### src/rtl/dtc_vote_accum.sv
// Windowed majority vote over the 2-bit predictions of a dtc_* classifier.
// Emits argmax class, its vote count, window size and a tie flag per window.
module dtc_vote_accum #(
  parameter int WINDOW = 16,
  parameter int CNT_W  = $clog2(WINDOW + 1)
) (
  input  logic             clk,
  input  logic             rst,
  input  logic             in_valid,
  output logic             in_ready,
  input  logic [1:0]       in_class,
  input  logic             flush,
  output logic             out_valid,
  input  logic             out_ready,
  output logic [1:0]       out_class,
  output logic [CNT_W-1:0] out_count,
  output logic [CNT_W-1:0] out_total,
  output logic             out_tie
);

  typedef enum logic {ACCUM, EMIT} state_e;

  state_e           state_q;
  logic [CNT_W-1:0] cnt_q [4];
  logic [CNT_W-1:0] cnt_d [4];
  logic [CNT_W-1:0] n_q, n_d;
  logic             out_valid_q;
  logic [1:0]       out_class_q;
  logic [CNT_W-1:0] out_count_q, out_total_q;
  logic             out_tie_q;

  logic             accept, close;
  logic [1:0]       best_idx;
  logic [CNT_W-1:0] best_cnt;
  logic             tie;

  assign in_ready = (state_q == ACCUM) && !rst;
  assign accept   = in_valid && in_ready;

  always_comb begin
    for (int i = 0; i < 4; i++) begin
      cnt_d[i] = cnt_q[i] + CNT_W'(accept && (in_class == 2'(i)));
    end
    n_d = n_q + CNT_W'(accept);
  end

  // The closing sample (accepted alongside flush or as the WINDOW-th) is
  // already folded into cnt_d/n_d, so the decision is taken on those.
  assign close = (state_q == ACCUM) && !rst &&
                 ((accept && (n_d == CNT_W'(WINDOW))) || (flush && (n_d != '0)));

  // Strict '>' keeps the lowest index on equal counts.
  always_comb begin
    best_idx = 2'd0;
    best_cnt = cnt_d[0];
    tie      = 1'b0;
    for (int i = 1; i < 4; i++) begin
      if (cnt_d[i] > best_cnt) begin
        best_cnt = cnt_d[i];
        best_idx = 2'(i);
      end
    end
    for (int i = 0; i < 4; i++) begin
      if ((2'(i) != best_idx) && (cnt_d[i] == best_cnt)) tie = 1'b1;
    end
  end

  always_ff @(posedge clk) begin
    if (rst) begin
      state_q     <= ACCUM;
      n_q         <= '0;
      for (int i = 0; i < 4; i++) cnt_q[i] <= '0;
      out_valid_q <= 1'b0;
      out_class_q <= 2'd0;
      out_count_q <= '0;
      out_total_q <= '0;
      out_tie_q   <= 1'b0;
    end else begin
      case (state_q)
        ACCUM: begin
          if (close) begin
            out_valid_q <= 1'b1;
            out_class_q <= best_idx;
            out_count_q <= best_cnt;
            out_total_q <= n_d;
            out_tie_q   <= tie;
            state_q     <= EMIT;
            n_q         <= '0;
            for (int i = 0; i < 4; i++) cnt_q[i] <= '0;
          end else begin
            n_q <= n_d;
            for (int i = 0; i < 4; i++) cnt_q[i] <= cnt_d[i];
          end
        end
        EMIT: begin
          if (out_ready) begin
            out_valid_q <= 1'b0;
            state_q     <= ACCUM;
          end
        end
        default: state_q <= ACCUM;
      endcase
    end
  end

  assign out_valid = out_valid_q;
  assign out_class = out_class_q;
  assign out_count = out_count_q;
  assign out_total = out_total_q;
  assign out_tie   = out_tie_q;

endmodule

### config.mk
export PLATFORM = sky130hd
export DESIGN_NAME = dtc_vote_accum
export DESIGN_NICKNAME = d
export VERILOG_FILES = /design/src/rtl/dtc_vote_accum.sv
export SDC_FILE = /design/constraint.sdc
export NUM_CORES = 1
export LEC_CHECK = 0
export ABC_AREA = 1
export ABC_CLOCK_PERIOD_IN_PS = 9800
export CAP_MARGIN = 20
export CORE_MARGIN = 3
export CORE_UTILIZATION = 30
export DETAILED_ROUTE_END_ITERATION = 10
export PLACE_DENSITY = 0.54
export SYNTH_ARGS = -nofsm -noshare
export SYNTH_HDL_FRONTEND = slang
export SYNTH_SLANG_ARGS = --single-unit
### constraint.sdc
create_clock -name clk -period 9.8 [get_ports clk]
set_input_delay 1.96 -clock clk [delete_from_list [all_inputs] [get_ports clk]]
set_output_delay 1.96 -clock clk [all_outputs]
set_load 0.1 [all_outputs]
==> flow_summary_export.csv <==
group,metric,value,unit
outcome,outcome,"completed",
setup_path,worstRegToRegCells,46,
logic_synthesis,syn_avg_cell_area,7.07,um2
die,rows,36,
setup_path,crit_family,"simple AND/OR/NAND/NOR gates",
worst_hold_path,worst_hold_path.endpoint,"out_total[4]$_SDFFE_PP0P_",
grt,grt_pass1_vias,2887,
place,dp_hpwl,7170,um
clock_tree,path_clk_slew,0.09,ns
setup_path,crit_buf_inv,10,
timing,rsz0062_at_grt,"no",
place,port_buffers,21,
grt,grt_max_degree,20,
timing,fin_worst_skew,0.0107,ns
grt,grt_overflow,0,
layout,regArea,951,um2
die,initial_core_util,31.4,%
layout,area_growth,14.4,%
drt,firstDrtPassIters,5,
setup_path,crit_path_max_incr_delay,0.42,ns
grt,grt_pass1_wl,15000,um
layout,multi_input_area,1910,um2
layout,drive_gt1_share,10.7,%
die,ioPinCount,22,
setup_path,startpoint_type,"input pin",
timing,max_freq,111,MHz
clock_tree,cts.path.max_buffers,2,
timing,setup-violations-final,0,
worst_hold_path,min_from,"out_total[4]$_SDFFE_PP0P_",
grt,antenna_found_initial,0,
setup_path,cp_common_cell,"nand2_1",
setup_path,path_max_fanout,12,
setup_path,reg2reg_to,"out_tie$_SDFFE_PP0P_",
layout,diodes,0,
setup_path,worstSetupPathType,"input pin to flop",
timing,hold_viol,0,
drt,drtIter0Drc,207,
drt,wl,9130,um
grt,grt_usage,16.4,%
die,die_h,108,um
setup_path,cp_slowest_cell,"clkdlybuf4s50_1",
drt,routedWlPerCell,15.2,um
logic_synthesis,synth_cell_type_count,31,
clock_tree,cts_made_buffers,5,
clock_tree,ctsHtreeMaxLevel,2,
timing,tightest_slew,0.992,ns
setup_path,cp_data_arrival_time,9.24,ns
drt,drc,0,
timing,post-route-min-period,8.99,ns
drt,ant_nets,0,
setup_path,rrSetupSlack,2.42,ns
setup_path,r2r-start,"state_q$_SDFF_PP0_",
clock_tree,insertion_delay,0.31,ns
flow_run,maxCapViolations,0,
layout,nFillCells,1119,
logic_synthesis,yosysWarnings,0,
clock_tree,cts.sinks,40,
worst_hold_path,min_path_cells,2,
logic_synthesis,synth_area,3140,um2
timing,drv_slew,0,
setup_path,cp-end-kind,"flop",
die,die_w,108,um
logic_synthesis,syn_inst,445,
drt,num_vias,2964,
timing,finalCritPeriodShare,91.8,%
logic_synthesis,synth_fp_nets,475,
setup_path,required,10.05,ns
clock_tree,cts_tree,"done",
logic_synthesis,synth-seq-area-share,30.2,%
logic_synthesis,yosys_register_bits,40,
place,gp_congestion,0.987,
clock_tree,postCtsSetupBuffers,0,
die,die-area,11700,um2
layout,final_net_count,498,
die,core_region_area,10000,um2
clock_tree,cts-root-buf,"clkbuf_8",
drt,viasPerCell,4.92,
worst_hold_path,hold_class,"flop to flop",
timing,relSlewSlack,33.6,%
timing,finalSetupTns,0,ns
## metrics by stage
stage	util (%)	setup WS, ns	cell area, um2	hold WS (ns)	std cells
2_1_floorplan	-	0.842	3140	0.449	445
3_3_place_gp	35.0	0.530	3500	0.455	594
3_5_place_dp	35.0	0.362	3500	0.454	594
4_1_cts	36.0	0.650	3600	0.474	602
5_1_grt	36.0	0.0432	3600	0.496	602
6_report	36.0	0.807	3600	0.469	602
## registers in the layout (all words and copies together), names as in the netlist
signal	cells
out_valid	1
out_tie	1
out_count	5
cnt_q	20
out_total	5
n_q	5
out_class	2
state_q	1
## cell usage in the layout, fill, tap and decap left out, types with 2 or more instances in the layout
master	instances
a21oi_1	19
buf_4	5
clkbuf_8	6
clkdlybuf4s50_1	21
dfxtp_1	25
edfxtp_1	15
ha_1	23
inv_1	56
inv_2	3
inv_4	2
nand2_1	112
nand2_2	10
nand2_4	4
nand3_1	64
nand3_2	14
nand3_4	2
nand4_1	5
nor2_1	36
nor3_1	4
o21ai_0	12
o21bai_1	7
xnor2_1	4
xor2_1	11
## cells in the mapped netlist (all sizes together)
cell | n | area (um2)
nand2 | 126 | 528
nand3 | 80 | 495
inv | 58 | 218
nor2 | 39 | 173
dfxtp | 25 | 500
ha | 23 | 288
a21oi | 20 | 104
edfxtp | 15 | 450
o21ai | 12 | 60.1
xor2 | 11 | 96.3
clkbuf | 7 | 26.3
o21bai | 7 | 52.6
nand4 | 5 | 31.3
nor3 | 4 | 20.0
xnor2 | 4 | 35.0
buf | 3 | 30.0
clkinv | 2 | 7.51
a31oi | 1 | 6.26
nor4 | 1 | 6.26
o211ai | 1 | 7.51
o32ai | 1 | 8.76
## repair_timing
item                                    CTS  global route
hold buffers                              0             0
resized for setup                         0             1
endpoints found under the setup margin    0             1
## cell type report
cell class                      count  share of cell area [%]
Multi-Input combinational cell    335                    53.1
Sequential cell                    40                    26.4
Timing Repair Buffer               26                    6.89
Inverter                           60                    6.26
Tap cell                          133                    4.63
Clock buffer                        6                    2.30
Clock inverter                      2                   0.348
## worst min-delay path, stage by stage, from the launching register on
cell     delay (ns)
dfxtp_1        0.32
nand2_1        0.06
a21oi_1        0.05
## cells by family after synthesis
kind of cell | after synthesis | synth area share (%)
compound gates | 42 | 7.60
xor+xnor | 15 | 4.18
fa+ha+maj | 23 | 9.15
buf+inv | 70 | 8.95
flops | 40 | 30.2
simple gates | 255 | 39.9
## worst max-delay path by stage
| stage | depth (start not counted) | startpoint | end | slack [ns] |
|---|---|---|---|---|
| 3_5_place_dp | 47 | rst | out_tie$_SDFFE_PP0P_ | 0.36 |
| 5_1_grt | 47 | rst | out_tie$_SDFFE_PP0P_ | 0.04 |
| 3_3_place_gp | 47 | rst | out_tie$_SDFFE_PP0P_ | 0.53 |
| 6_report | 47 | rst | out_tie$_SDFFE_PP0P_ | 0.81 |
| 2_1_floorplan | 45 | rst | out_tie$_SDFFE_PP0P_ | 0.84 |
| 4_1_cts | 47 | rst | out_tie$_SDFFE_PP0P_ | 0.65 |
## routing by layer
layer,wire [um],GRT usage (%),vias up,share of wire (%)
met5,0,0,-,0
met4,360,6.94,0,3.9
met3,519,3.04,31,5.7
met2,4050,26.4,96,44
met1,4200,21.4,1338,46
li1,-,-,1499,-
Power is left out: the tool's default activity adds up to more than one toggle a clock period on the data nets, which glitch-free logic cannot reach.
